<file path="src/rtl/osc_clkdiv_mc.sv">
// Multi-channel clock divider/gater: N_CH independent divided clocks from CLK.
// Enable, stop and ratio changes take effect only on whole-period boundaries.
module osc_clkdiv_mc #(
    parameter int N_CH  = 4,
    parameter int DIV_W = 8
) (
    input  logic                    CLK,
    input  logic                    RST,
    input  logic [N_CH-1:0]         ENA,
    input  logic [N_CH*DIV_W-1:0]   DIV,
    output logic [N_CH-1:0]         CLKOUT,
    output logic [N_CH-1:0]         TICK,
    output logic [N_CH-1:0]         ACTIVE
);

    typedef enum logic {
        S_IDLE = 1'b0,
        S_RUN  = 1'b1
    } state_t;

    genvar gi;
    generate
        for (gi = 0; gi < N_CH; gi++) begin : g_ch
            state_t             r_st;
            state_t             w_st_nxt;
            logic [DIV_W-1:0]   r_cnt;
            logic [DIV_W-1:0]   r_div_act;
            logic               r_phase;
            logic               r_tick;
            logic [DIV_W-1:0]   w_cnt_nxt;
            logic [DIV_W-1:0]   w_div_nxt;
            logic               w_phase_nxt;
            logic               w_tick_nxt;
            logic [DIV_W-1:0]   w_div_in;
            logic               w_wrap;

            assign w_div_in = DIV[gi*DIV_W +: DIV_W];
            assign w_wrap   = (r_cnt == r_div_act);

            always_ff @(posedge CLK or posedge RST) begin
                if (RST) begin
                    r_st      <= S_IDLE;
                    r_cnt     <= '0;
                    r_div_act <= '0;
                    r_phase   <= 1'b0;
                    r_tick    <= 1'b0;
                end else begin
                    r_st      <= w_st_nxt;
                    r_cnt     <= w_cnt_nxt;
                    r_div_act <= w_div_nxt;
                    r_phase   <= w_phase_nxt;
                    r_tick    <= w_tick_nxt;
                end
            end

            // A running channel may only leave RUN at the falling edge that closes a period.
            always_comb begin
                w_st_nxt = r_st;
                case (r_st)
                    S_IDLE:  if (ENA[gi]) w_st_nxt = S_RUN;
                    S_RUN:   if (w_wrap && r_phase && !ENA[gi]) w_st_nxt = S_IDLE;
                    default: w_st_nxt = S_IDLE;
                endcase
            end

            always_comb begin
                w_cnt_nxt   = r_cnt;
                w_div_nxt   = r_div_act;
                w_phase_nxt = r_phase;
                w_tick_nxt  = 1'b0;
                case (r_st)
                    S_IDLE: begin
                        w_cnt_nxt   = '0;
                        w_phase_nxt = 1'b0;
                        if (ENA[gi]) w_div_nxt = w_div_in;
                    end
                    S_RUN: begin
                        if (w_wrap) begin
                            w_cnt_nxt   = '0;
                            w_phase_nxt = ~r_phase;
                            w_tick_nxt  = ~r_phase;
                            // Ratio is only sampled at the period end, so a live DIV change cannot cut a phase short.
                            if (r_phase) w_div_nxt = w_div_in;
                        end else begin
                            w_cnt_nxt = r_cnt + 1'b1;
                        end
                    end
                    default: begin
                        w_cnt_nxt   = '0;
                        w_phase_nxt = 1'b0;
                    end
                endcase
            end

            assign CLKOUT[gi] = r_phase;
            assign TICK[gi]   = r_tick;
            assign ACTIVE[gi] = (r_st == S_RUN);
        end
    endgenerate

endmodule

</file>
<file path="config.mk">
export PLATFORM = sky130hd
export DESIGN_NAME = osc_clkdiv_mc
export DESIGN_NICKNAME = d
export VERILOG_FILES = /design/src/rtl/osc_clkdiv_mc.sv
export SDC_FILE = /design/constraint.sdc
export NUM_CORES = 1
export LEC_CHECK = 0
export CELL_PAD_IN_SITES_DETAIL_PLACEMENT = 0
export CELL_PAD_IN_SITES_GLOBAL_PLACEMENT = 1
export CORE_ASPECT_RATIO = 1.5
export CORE_UTILIZATION = 44
export CTS_CLUSTER_SIZE = 12
export DETAILED_ROUTE_END_ITERATION = 6
export PLACE_DENSITY_LB_ADDON = 0.15
export SETUP_SLACK_MARGIN = 0.1
export SYNTH_ARGS = -nofsm -noshare
export SYNTH_HDL_FRONTEND = slang
export SYNTH_SLANG_ARGS = --single-unit
</file>
<file path="constraint.sdc">
create_clock -name CLK -period 2.4 [get_ports CLK]
set_input_delay 0.24 -clock CLK [delete_from_list [all_inputs] [get_ports CLK]]
set_output_delay 0.24 -clock CLK [all_outputs]
set_load 0.1 [all_outputs]
</file>
# Word level (Yosys, flattened, before mapping)
# Index checks and enable logic that the tools add are counted.
[totals] rom_bits=0 latchBits=0 ram_bits=0 output_inout_bits=12 wordCells=116 inputBits=38 reg_bits=76 n_memories=0
[op_classes] div=0 n_mul=0 n_addsub=4 shifts=0 mux=52 eq_ne=16 bitwise_logic=8 reduce_logical=16 magnitude_cmp=0
[ops] op="$mux W8" n=16
[ops] op="$pmux W8 S2" n=8
[ops] op="$add A8 B1 Y8 const B" n=4
[ops] op="$eq A8 B8 Y1" n=4
[ops] op="$mux W1" n=20
[ops] op="$ne A2 B1 Y1 const B" n=8
[ops] op="$pmux W1 S2" n=8
[ops] op="$reduce_and A3 Y1" n=4
[ops] op="$logic_and A1 B1 Y1" n=8
[ops] op="$ne A2 B2 Y1 const B" n=4
[ops] op="$not A1 Y1" n=8
[ops] op="$logic_not A1 Y1" n=4

# Longest topological paths before layout
# Gate-level depths: netlist (run 1).
[logic_depth] ltp_word=5 ltp_mapped=5 mapped_depth_nobuf=5

# Worst setup path after synthesis (run 1)
# OpenSTA, ideal clock, no wires.
[synth_timing] path_type="register -> register" startpoint="register g_ch[1].r_cnt[4]" endpoint="register g_ch[1].r_div_act[0]" required_ns=2.267 path_slack_ns=1.066 period_less_slack_ns=1.334 setup_ns=0.133 path_stages_with_launch=6 arrival_time_ns=1.200 n_path_buf=1 path_cell_list="dfrtp_1 -> xnor2_1 -> nand4_1 -> buf_2 -> o211ai_1 -> o211ai_2"
[synth_between] elab_chain_len=3
[synth_lines] item="start, declared" line_no="26" source="logic [DIV_W-1:0] r_cnt;"
[synth_lines] item="start signal, assigned" line_no="49" source="r_cnt <= w_cnt_nxt;"
[synth_lines] item="$eq A8 B8 Y1" line_no="38" source="assign w_wrap = (r_cnt == r_div_act);"
[synth_lines] item="$ne A2 B1 Y1 (no source line)"
[synth_lines] item="$reduce_and A3 Y1 (no source line)"
[synth_lines] item="end signal, assigned" line_no="50" source="r_div_act <= w_div_nxt;"
[synth_lines] item="end, declared" line_no="27" source="logic [DIV_W-1:0] r_div_act;"
# Every way passes these cells.
# A chain may end at the register's enable or synchronous reset.

# Worst setup path after layout (run 1)
[layout_timing] startpoint="register g_ch[3].r_cnt[5]" endpoint="register g_ch[3].r_cnt[1]"
[layout_between] elab_chain_len=3
[layout_lines] item="start, declared" line_no="26"
[layout_lines] item="start signal, assigned" line_no="49"
[layout_lines] item="$eq A8 B8 Y1" line_no="38"
[layout_lines] item="$mux W8" line_no="78" source="if (w_wrap) begin"
[layout_lines] item="$pmux W8 S2" line_no="71" source="case (r_st)"
[layout_lines] item="net g_ch[3].w_cnt_nxt[1]" line_no="30" source="logic [DIV_W-1:0] w_cnt_nxt;"
# The timed path passes the listed nets, and every way through them passes these cells.

==> results.py, run 1 <==
metrics = {
    "sta": {
        "slew_violations": 0,
        "slew_headroom": 0.4978,
        "fmax_ghz": 0.5163,
        "skew_ns": 0.003641,
        "hold_violations": 0,
        "rsz0062_at_grt": "no",
        "tightest_slew_ns": 0.7323,
        "setup_viol": 0,
        "fin_ws_ns": 0.4632,
        "layout_min_cycle_time_ns": 1.937,
        "min_period_over_period": 0.8070,
        "finalSetupTns_ns": 0,
    },
    "yosys": {
        "synth_top_area_frac": 0.4577,
        "avgSynthCellArea_um2": 10.18,
        "ys_warn_count": 0,
        "yosys.area.top_type": "dfrtp_1",
        "yosysMostFrequentCell": "dfrtp_1",
        "synth_common_cells": "76 x dfrtp_1, 67 x nand2_1, 40 x o211ai_1, 40 x xnor2_1, 28 x nor2_1",
        "synth_cell_types": 28,
        "seq_area_frac_synth": 0.4577,
        "ys_seq_elements": 76,
        "syn_inst": 408,
        "synth_nets": 450,
        "synth-edff-count": 0,
        "synth_ff_type": "dfrtp_1",
        "netlist_area_um2": 4155,
        "netlist_top_cells_area": "dfrtp_1 46%, xnor2_1 8.4%, o211ai_1 7.2%",
        "async_reset_ff_frac": 1.000,
    },
    "detailed_routing": {
        "first_pass_iters": 4,
        "ant_nets": 0,
        "initialDrtViolationCount": 161,
        "drc_errors": 0,
        "vias_per_cell": 5.309,
        "wl_per_cell_um": 14.11,
        "via_count": 3005,
        "routed_wl_mm": 7.987,
    },
    "layout": {
        "layout-drive-gt1-share": 0.1520,
        "num-fill-cells": 841,
        "diodes": 0,
        "syn_to_final_growth_pct": 19.33,
        "finalNetCount": 491,
        "fin_cells": 566,
    },
    "setup_path": {
        "slowest_delay_ns": 0.52,
        "reg2reg_depth": 4,
        "crit_slowest_cell": "o21a_1",
        "cp.buffers_inverters": 0,
        "worst-path-stages": 4,
        "cp_cell_sequence": "xnor2_1, nand4_1, o21a_1, and2_1",
        "worstPathRequired_ns": 2.62,
        "critical_path.max_fanout": 14,
        "critPathLaunchType": "flip-flop",
        "critPathTopFamily": "simple AND/OR/NAND/NOR gates",
        "reg2reg_slack_ns": 0.46,
        "end_kind": "flip-flop",
        "crit_type": "reg2reg",
        "crit_arrival_ns": 2.15,
    },
    "grt": {
        "grt_pass1_vias": 2973,
        "grt_pass1_wl_mm": 14.11,
        "grt.overflow.total": 0,
        "grt_max_degree": 77,
        "grtUsageTotal": 0.1848,
        "antenna_found_initial": 0,
    },
    "die": {
        "die_h_um": 121.0,
        "dieArea_um2": 9844,
        "die_width_um": 81.35,
        "rows": 43,
        "core_um2": 9200,
        "initial_core_util": 0.4517,
        "pin_count": 50,
    },
    "pwr": {
        "ir_worst_vdd_mv": 0.3581,
        "leakage_uw": 0.002220,
        "p_per_area_nw_per_um2": 549.3,
    },
    "clock_tree": {
        "cts_buffer_depth": 2,
        "htreeDepth": 3,
        "cts_tree": "built",
        "root_buffer": "clkbuf_16",
        "numCtsBuffers": 9,
        "cts-hold-fix-buffers": 0,
        "path_clk_slew_ns": 0.06,
        "cts.sinks": 76,
        "cts-resized-gates": 0,
        "clk_latency_ns": 0.33,
        "cts_setup_buffers": 0,
    },
    "place": {
        "numPlacedInstances": 550,
        "gp_congestion": 0.8153,
        "portBuffers": 49,
        "dp_hpwl_mm": 5.509,
        "place_ws_ns": 0.4921,
    },
    "run": {
        "cap_violations": 0,
    },
    "run_status": {
        "run_status": "completed",
    },
    "min_path": {
        "min_path_type": "in2async",
    },
}
cell usage in the layout, fill, tap and decap left out, types with 7 or more instances in the layout:
cell type	count
and2_1	7
and3_1	8
buf_4	24
clkbuf_16	9
clkdlybuf4s50_1	37
dfrtp_1	76
nand2_1	67
nand3_1	10
nand4_1	11
nor2_1	28
o211ai_1	40
o211ai_2	24
xnor2_1	40
xor2_1	16
worst paths after layout:
| kind | startpoint | end |
|---|---|---|
| max | g_ch[3].r_cnt[5] | g_ch[3].r_cnt[1] |
| min | RST | g_ch[1].r_phase |
| max reg2reg | g_ch[3].r_cnt[5] | g_ch[3].r_cnt[1] |
| min reg2reg | g_ch[1].r_cnt[0] | g_ch[1].r_cnt[0] |
| max in group asynchronous | RST | g_ch[1].r_div_act[0] |
| min in group CLK | DIV[2] | g_ch[0].r_div_act[2] |
where the power goes:
part / switching (uW) / internal (uW)
combinational: 34.8 / 57.4
sequential: 0 / 1280
clock: 486 / 864
registers in the layout, indices dropped and copies added, names as in the netlist:
| signal | count |
|---|---|
| g_ch.r_cnt | 32 |
| g_ch.r_div_act | 32 |
| g_ch.r_st | 4 |
| g_ch.r_tick | 4 |
| g_ch.r_phase | 4 |
area by class of cell:
cell class	instances	area, um2	area share
clock buffers	15	267.8	0.05400
well taps	112	140.1	0.02826
flip-flops and latches	76	1902	0.3835
inverters	5	18.77	0.003785
multi-input cells	295	2029	0.4093
repair buffers	62	570.5	0.1151
clock inverters	1	30.03	0.006056
per-stage QoR:
step                      cell area, um2  hold WS (ns)    util  power [uW]
after floorplan                     4155        0.3484       -        1325
after global placement              4661        0.4991  0.5066        1399
after detailed placement            4661        0.4980  0.5066        1399
after CTS                           4959        0.3383  0.5390        2774
after global routing                4959        0.3642  0.5390        2844
final                               4959        0.3271  0.5390        2724
routing by layer:
| layer | track usage | share of wire | up-vias |
|---|---|---|---|
| li1 | - | - | 1499 |
| met1 | 0.2342 | 0.47 | 1439 |
| met2 | 0.2979 | 0.48 | 56 |
| met3 | 0.04135 | 0.038 | 11 |
| met4 | 0.07701 | 0.018 | 0 |
| met5 | 0 | 0 | - |
worst min-delay path: cells and delay by family:
family	cells	cell delay, ns
buffers and inverters	3	0.83
logic make-up (layout without fill, tap and decap cells):
logic type      Yosys count  after routing  synth area share
fa+ha+maj                 4              4           0.01205
xor+xnor                 56             56            0.1180
compound gates           84             84            0.1759
buf+inv                  37             83           0.05390
simple gates            143            143            0.1620
flops                    76             76            0.4577
mux                       8              8           0.02048
Note: power is estimated with default switching activity, not from simulation.
==> run 2, diff against run 1 <==
- clock period: 2.4 -> 2 ns (I/O delays scaled with it)
==> run 2 against run 1 <==
  * Combinational power rose by 19%
  * Sequential share of layout area shrank 0.97 points
  * Via count up 0.13%
  * Sequential power increased by 20%
  * Register-to-register slack got worse by 0.20 ns
  * Worst hold slack better by 0.012 ns
  * Wire length is 1.3% higher
  * Fmax grew 12%
  * Critical endpoint is now g_ch[2].r_cnt[1]
  * Largest cell class unchanged
==> results.py, run 2 (synthesized netlist as in run 1, its figures left out) <==
metrics = {
    "layout": {
        "regArea_um2": 1902,
        "layout-drive-gt1-share": 0.1696,
        "multiInputGateArea_um2": 2029,
        "syn_to_final_growth_pct": 22.43,
        "reg.largest.list": "g_ch.r_cnt: 32 flops, g_ch.r_div_act: 32 flops",
        "final_cell_mix": "76 x dfrtp_1, 67 x nand2_1, 40 x xnor2_1, 40 x o211ai_1, 37 x clkdlybuf4s50_1",
        "num-fill-cells": 835,
        "finalNetCount": 497,
        "diodes": 0,
        "layout_commonest_cell": "dfrtp_1",
    },
    "clock_tree": {
        "cts-hold-fix-buffers": 0,
        "cts-resized-gates": 0,
        "cts_setup_buffers": 0,
        "numCtsBuffers": 9,
        "path_clk_slew_ns": 0.06,
        "htreeDepth": 3,
        "cts_buffer_depth": 2,
        "root_buffer": "clkbuf_16",
        "cts.sinks": 76,
        "cts_tree": "built",
        "clk_latency_ns": 0.34,
    },
    "place": {
        "gp_congestion": 0.7666,
        "place_ws_ns": 0.2720,
        "portBuffers": 49,
        "dp_hpwl_mm": 5.653,
    },
    "setup_path": {
        "critical_path.max_fanout": 9,
        "crit_type": "reg2reg",
        "critPathLaunchType": "flip-flop",
        "crit_arrival_ns": 1.96,
        "end_kind": "flip-flop",
        "worstPathRequired_ns": 2.23,
    },
    "pwr": {
        "ir_worst_vdd_mv": 0.5157,
        "switching_share": 0.1981,
        "p_per_area_nw_per_um2": 671.0,
        "p_int_uw": 2738,
        "pwr-share-seq": 0.450,
        "leakage_uw": 0.002278,
        "power.net_switching_uw": 676.2,
        "pwr-share-comb": 0.032,
        "clkPwrFrac": 0.517,
    },
    "run": {
        "cap_violations": 0,
    },
    "die": {
        "dieArea_um2": 9844,
        "core_um2": 9200,
        "rows": 43,
        "initial_core_util": 0.4517,
        "pin_count": 50,
        "die_width_um": 81.35,
        "die_h_um": 121.0,
    },
    "sta": {
        "layout_min_cycle_time_ns": 1.732,
        "rsz0062_at_grt": "no",
        "finalSetupTns_ns": 0,
        "setup_viol": 0,
        "slew_headroom": 0.6281,
        "slew_violations": 0,
        "skew_ns": 0.005437,
        "fin_ws_ns": 0.2676,
        "fmax_ghz": 0.5773,
        "hold_violations": 0,
        "min_period_over_period": 0.8662,
        "tightest_slew_ns": 0.5579,
    },
    "grt": {
        "grt_pass1_vias": 3010,
        "grt.overflow.total": 0,
        "grt_pass1_wl_mm": 14.06,
        "antenna_found_initial": 0,
        "grt_max_degree": 77,
        "grtUsageTotal": 0.1857,
    },
    "min_path": {
        "min_path_type": "in2async",
    },
    "detailed_routing": {
        "initialDrtViolationCount": 164,
        "drc_errors": 0,
        "first_pass_iters": 4,
        "vias_per_cell": 5.260,
        "ant_nets": 0,
        "wl_per_cell_um": 14.14,
        "routed_wl_mm": 8.087,
        "via_count": 3009,
    },
    "run_status": {
        "run_status": "completed",
    },
}
run 2: cell types whose count changed in the layout (fill, tap and decap cells not counted), sizes merged:
| cell | change |
|---|---|
| buf | +6 |
| clkbuf | -4 |
| clkinv | +2 |
| clkinvlp | +2 |
| bufinv | +1 |
| inv | -1 |
run 2: metal layers:
layer | global-route usage | wire, um
met5 | 0 | 0
met4 | 0.06696 | 109
met3 | 0.04361 | 259
met2 | 0.3057 | 4035
met1 | 0.2325 | 3683
run 2: layout make-up:
class | instances | share of cell area
clock buffers | 11 | 0.04771
inverters | 5 | 0.004427
well taps | 112 | 0.02755
flip-flops and latches | 76 | 0.3738
repair buffers | 68 | 0.1308
multi-input cells | 295 | 0.3989
clock inverters | 5 | 0.01672
run 2: power by group through the flow:
stage          clock (uW)  combinational, uW  sequential (uW)
3_5_place_dp            0                114             1570
5_1_grt              1880                123             1540
6_report             1770                110             1540
4_1_cts              1820                114             1540
2_1_floorplan           0               25.0             1570
3_3_place_gp            0                113             1570
run 2: final timing paths:
check | from | endpoint | slack, ns | depth (start not counted)
setup / recovery | g_ch[2].r_cnt[3] | g_ch[2].r_cnt[1] | 0.27 | 4
hold / removal | RST | g_ch[3].r_div_act[6] | 0.34 | 3
setup reg to reg | g_ch[2].r_cnt[3] | g_ch[2].r_cnt[1] | 0.27 | 4
hold reg to reg | g_ch[1].r_cnt[0] | g_ch[1].r_cnt[0] | 0.51 | 1
max in group asynchronous | RST | g_ch[1].r_phase | 1.35 | 3
min in group CLK | DIV[5] | g_ch[0].r_div_act[5] | 0.44 | 3
run 2: metrics by stage:
| step | power (uW) | cell area [um2] | instances | hold WS (ns) | util |
|---|---|---|---|---|---|
| detailed placement | 1680 | 4760 | 556 | 0.4929 | 0.5173 |
| CTS | 3468 | 5087 | 572 | 0.3619 | 0.5530 |
| global placement | 1679 | 4760 | 556 | 0.4887 | 0.5173 |
| finish | 3414 | 5087 | 572 | 0.3393 | 0.5530 |
| floorplan | 1591 | 4159 | 408 | 0.3084 | - |
| global route | 3537 | 5087 | 572 | 0.3939 | 0.5530 |
run 2: critical path: stages (launching register included):
cell     delay [ns]
dfrtp_1        0.42
xnor2_1        0.20
nand4_1        0.30
o21a_1         0.45
and2_1         0.24
==> run 3, diff against run 2 <==
- CTS_CLUSTER_DIAMETER: not set -> 150
- HOLD_SLACK_MARGIN: not set -> 0.12
==> results of run 3 <==
The final DEF is identical to that of run 2; final timing and power are the same.
==> variant 1 (settings of run 3) <==
`N_CH`: 4 -> 6.
--- a/src/rtl/osc_clkdiv_mc.sv
+++ b/src/rtl/osc_clkdiv_mc.sv
@@ -2,5 +2,5 @@
 // Enable, stop and ratio changes take effect only on whole-period boundaries.
 module osc_clkdiv_mc #(
-    parameter int N_CH  = 4,
+    parameter int N_CH  = 6,
     parameter int DIV_W = 8
 ) (
Interface: changed (5 resized); port bits go from 50 to 74. No check against the original RTL was run, so the function may have changed too.
==> variant 1 against run 3 <==
  * The run now ends with DRC left
  * Largest power group unchanged
  * Critical endpoint unchanged
  * Wire length grew 55%
  * Count of clock-buffer cells in the layout increased by 12
  * Global-route usage grew 0.42 points
  * Final area up 50%
  * Die area is 45% higher
  * Sequential cell count rose by 38
  * Fmax shrank 1.1%
  * Synthesized area rose by 46%
  * Total power increased by 67%
  * Worst setup slack worse by 0.019 ns
  * Critical path type unchanged
  * Highest routed layer unchanged
==> variant 1: results (changes against run 3) <==
.. list-table::
   :header-rows: 1

   * - Metric
     - Value
   * - # port buffers
     - 73 (+49%)
   * - Metal-1 WL
     - 5030 um (+37%)
   * - Status
     - complete, but fails checks
   * - Number of unique standard cell types used by synthesis
     - 29 (+3.6%)
   * - Fraction of met3 tracks used by global routing
     - 4.37% (+0.0099 points)
   * - Clock latency at the later pin of the worst-skew pair
     - 0.41 ns (+0.07 ns)
   * - Met3 wire length
     - 341 um (+32%)
   * - Detailed route wirelength on metal2
     - 7010 um (+74%)
   * - Number of detailed-routing iterations run before antenna repair
     - 6 (+2)
   * - Net count of the mapped netlist
     - 677 (+50%)
   * - GR met1 Demand/Resource
     - 20.7% (-2.5 points)
   * - Leak pwr
     - 0.00318 uW (+40%)
   * - Overall routed net length
     - 12,500 um (+55%)
   * - Number of DRC violations after detailed routing
     - 10 (+10)
   * - Via-per-instance ratio
     - 5.35 (+1.7%)
   * - Area share of fa/ha/maj cells after synthesis
     - 1.24% (+0.034 points)
   * - Clock Skew
     - 0.00870 ns (+0.00326 ns)
   * - Post-place instance area
     - 6980 um^2 (+47%)
   * - Number of cells produced by synthesis
     - 615 (+51%)
   * - H-tree depth
     - 4 (+1)
   * - Pre-CTS WS
     - 0.228 ns (-0.0436 ns)
   * - Max-Slew Margin vs Limit
     - 51.3% (-12 points)
   * - Reg-to-Reg Start
     - g_ch[2].r_cnt[5]
   * - Largest net degree at the start of global routing
     - 58 (-25%)
   * - Violations in the final reports
     - DRC
variant 1: cell count changes after synthesis, moves of 7 or more:
cell,run 3,this run
sky130_fd_sc_hd__nor2_1,28,44
sky130_fd_sc_hd__dfrtp_1,76,114
sky130_fd_sc_hd__xor2_1,16,27
sky130_fd_sc_hd__buf_2,8,15
sky130_fd_sc_hd__o211ai_2,24,8
sky130_fd_sc_hd__nand3_1,10,28
sky130_fd_sc_hd__o211ai_1,40,88
sky130_fd_sc_hd__xnor2_1,40,57
sky130_fd_sc_hd__nand2_1,67,99
variant 1: logic make-up after synthesis:
logic type / count (synthesis)
AOI/OAI and AO/OA: 126
adders and majority gates: 6
and+or+nand+nor: 218
xor gates and xnor gates: 84
muxes: 12
buffers and inverters: 55
DFF: 114
variant 1: report_power, final:
group	leakage, uW	switching, uW	total [uW]	internal (uW)
Sequential	0.00122	0	2310	2310
Combinational	0.00166	61.9	166	104
Clock	0.000299	1040	3220	2180
Total	0.00318	1100	5690	4590
variant 1: area by class of cell:
cell class	instances	area share, %
Inverter	7	0.394
Clock inverter	9	2.00
Sequential cell	114	37.5
Clock buffer	23	6.28
Multi-Input combinational cell	446	38.0
Tap cell	162	2.66
Timing Repair Buffer	102	13.2
variant 1: worst max-delay path, cell delays in order (launching register included):
cell and delay [ns]:
sky130_fd_sc_hd__dfrtp_1 0.42, sky130_fd_sc_hd__xnor2_1 0.19, sky130_fd_sc_hd__nand4_1 0.39, sky130_fd_sc_hd__o21a_1 0.43, sky130_fd_sc_hd__and2_1 0.21
variant 1: what timing repair did:
| action | 4_1_cts | 5_1_grt |
|---|---|---|
| endpoints found under the setup margin | 0 | 6 |
| gates resized for setup | 0 | 1 |
| hold buffers | 0 | 0 |
==> variant 2 (config.mk and constraints of run 3) <==
Without the edit above. Register the inputs `ENA` and `DIV` before use, without a reset. The logic sees them one clock later.
--- a/src/rtl/osc_clkdiv_mc.sv
+++ b/src/rtl/osc_clkdiv_mc.sv
@@ -19,4 +19,12 @@
     } state_t;
 
+    logic [N_CH-1:0] ENA_q;
+    logic [N_CH*DIV_W-1:0] DIV_q;
+
+    always_ff @(posedge CLK) begin
+        ENA_q <= ENA;
+        DIV_q <= DIV;
+    end
+
     genvar gi;
     generate
@@ -35,5 +43,5 @@
             logic               w_wrap;
 
-            assign w_div_in = DIV[gi*DIV_W +: DIV_W];
+            assign w_div_in = DIV_q[gi*DIV_W +: DIV_W];
             assign w_wrap   = (r_cnt == r_div_act);
 
@@ -58,6 +66,6 @@
                 w_st_nxt = r_st;
                 case (r_st)
-                    S_IDLE:  if (ENA[gi]) w_st_nxt = S_RUN;
-                    S_RUN:   if (w_wrap && r_phase && !ENA[gi]) w_st_nxt = S_IDLE;
+                    S_IDLE:  if (ENA_q[gi]) w_st_nxt = S_RUN;
+                    S_RUN:   if (w_wrap && r_phase && !ENA_q[gi]) w_st_nxt = S_IDLE;
                     default: w_st_nxt = S_IDLE;
                 endcase
@@ -73,5 +81,5 @@
                         w_cnt_nxt   = '0;
                         w_phase_nxt = 1'b0;
-                        if (ENA[gi]) w_div_nxt = w_div_in;
+                        if (ENA_q[gi]) w_div_nxt = w_div_in;
                     end
                     S_RUN: begin
Behaviour: not the same (a bounded check fails within 4 cycles, from zero or initial values and one cycle with RST high).
==> variant 2 against run 3 <==
  * Via count increased by 8.9%
  * Final area increased by 13%
  * Synthesized area increased by 16%
  * Highest routed layer unchanged
  * Sequential cell count increased by 36
  * Critical path depth increased by 1
  * Wire length increased by 13%
  * Critical path type unchanged
  * Worst setup slack improved by 0.028 ns
Power is not compared: it rests on default switching activity, and its combinational part moved more than twofold at a synthesized area within 25%.
==> variant 2: results (changes against run 3) <==
.. list-table::
   :header-rows: 1

   * - Metric
     - Value
   * - Status
     - finished, final reports clean
   * - Sequential element share of the synthesized area
     - 54.3% (+8.5 points)
   * - Num CTS Buffers
     - 9 (unchanged)
   * - Number of global-route vias before repair
     - 3,433 (+14%)
   * - Via Count
     - 3,277 (+8.9%)
   * - Biggest regs
     - DIV_q: 32 flops, g_ch.r_cnt: 32 flops, g_ch.r_div_act: 32 flops
   * - Clock transition at the register clock pins on the worst setup and hold paths after CTS
     - 0.07 ns
   * - Pre-CTS WS
     - 0.325 ns (+0.0532 ns)
   * - Clock Skew
     - 0.00810 ns (+0.00267 ns)
   * - Leak pwr
     - 0.00258 uW
   * - DRT iter0 DRCs
     - 108 (-34%)
   * - Overall routed net length
     - 9150 um (+13%)
   * - Asr flop ratio synth
     - 67.9% (-32 points)
   * - Post-Synth XOR/XNOR Area
     - 10.2% (-1.6 points)
   * - Final RePlAce weighted congestion
     - 0.754 (-1.7%)
   * - Share of synthesized area spent on multiplexers
     - 1.32% (-0.73 points)
   * - Final Non-Filler Cells
     - 647 (+13%)
   * - Antenna violations before repair
     - 0 (unchanged)
   * - Area share of fa/ha/maj cells after synthesis
     - 1.04% (-0.17 points)
   * - Clock latency at the later pin of the worst-skew pair
     - 0.35 ns
   * - Final Net Count
     - 540 (+8.7%)
   * - Wire length of the first global-routing pass
     - 15,900 um (+13%)
   * - Share of layout cells above drive strength 1
     - 14.9% (-2.0 points)
   * - Half-perimeter wire length after detailed placement
     - 6420 um (+14%)
   * - Post-synthesis compound-gate area fraction
     - 15.4% (-2.2 points)
   * - Total Routing Usage GR
     - 18.2% (-0.34 points)
   * - Number of unique standard cell types used by synthesis
     - 30 (+7.1%)
   * - Most used standard cells in the synthesized netlist
     - sky130_fd_sc_hd__dfrtp_1, sky130_fd_sc_hd__nand2_1, sky130_fd_sc_hd__o211ai_1, sky130_fd_sc_hd__xnor2_1, sky130_fd_sc_hd__dfxtp_1
   * - Register-to-Register Path Depth
     - 5 (+1)
   * - Largest net degree at the start of global routing
     - 77 (unchanged)
   * - Cell Count Post-Placement
     - 631 (+13%)
   * - Net count of the mapped netlist
     - 487 (+8.2%)
   * - Worst slew pin tran
     - 0.644 ns (+0.0859 ns)
   * - Number of cells produced by synthesis
     - 445 (+9.1%)
   * - Top cells by area in the synthesized netlist
     - sky130_fd_sc_hd__dfrtp_1, sky130_fd_sc_hd__dfxtp_1, sky130_fd_sc_hd__xnor2_1
   * - Arrival time reported for the critical path endpoint
     - 1.98 ns (+0.02 ns)
   * - Filler cell count
     - 938 (+12%)
   * - Largest fanout on the critical path
     - 8 (-1)
[variant 2: worst paths after layout]
path | start | endpoint | slack, ns
setup / recovery | g_ch[0].r_cnt[2] | g_ch[0].r_phase | 0.30
hold / removal | RST | g_ch[0].r_st | 0.29
setup reg to reg | g_ch[0].r_cnt[2] | g_ch[0].r_phase | 0.30
hold reg to reg | DIV_q[4] | g_ch[0].r_div_act[4] | 0.46
max in group asynchronous | RST | g_ch[3].r_cnt[3] | 1.35
min in group CLK | ENA[1] | ENA_q[1] | 0.29
[variant 2: final cells by class]
cell class / count / area, um^2 / area share (%)
tap: 144 / 180 / 3.12
clock buffer: 12 / 236 / 4.10
sequential: 112 / 2620 / 45.5
multi-input combinational: 296 / 1990 / 34.5
timing repair buffer: 70 / 681 / 11.8
clock inverter: 4 / 22.5 / 0.390
inverter: 9 / 37.5 / 0.651
[variant 2: per-layer routing]
| metal | up-vias | routed length [um] | share of wire [%] | global-route usage [%] |
|---|---|---|---|---|
| li1 | 1637 | - | - | - |
| met1 | 1576 | 4090 | 45 | 22.4 |
| met2 | 52 | 4580 | 50 | 30.5 |
| met3 | 12 | 320 | 3.5 | 4.49 |
| met4 | 0 | 159 | 1.7 | 7.52 |
| met5 | - | 0 | 0 | 0 |
[variant 2: stage by stage]
stage / hold slack, ns / instance area (um^2)
floorplan: 0.228 / 4830
global placement: 0.451 / 5510
detailed placement: 0.455 / 5510
CTS: 0.278 / 5770
global route: 0.276 / 5770
finish: 0.291 / 5770
[variant 2: logic make-up after synthesis]
logic type                 count (synthesis)
muxes                                      6
AOI/OAI and AO/OA                         86
buffers and inverters                     37
and+or+nand+nor                          144
xor gates and xnor gates                  56
DFF                                      112
adders and majority gates                  4
[variant 2: where the power goes]
| group | total (uW) | internal (uW) | switching, uW |
|---|---|---|---|
| clock network | 1620 | 841 | 776 |
| registers | 2970 | 2580 | 393 |
| logic | 1070 | 567 | 504 |
[variant 2: critical path, cell delays in order (launching register included)]
cell                      delay, ns
sky130_fd_sc_hd__dfrtp_1       0.45
sky130_fd_sc_hd__xnor2_1       0.16
sky130_fd_sc_hd__nand4_1       0.28
sky130_fd_sc_hd__buf_4         0.27
sky130_fd_sc_hd__or3_1         0.34
sky130_fd_sc_hd__a21oi_1       0.14
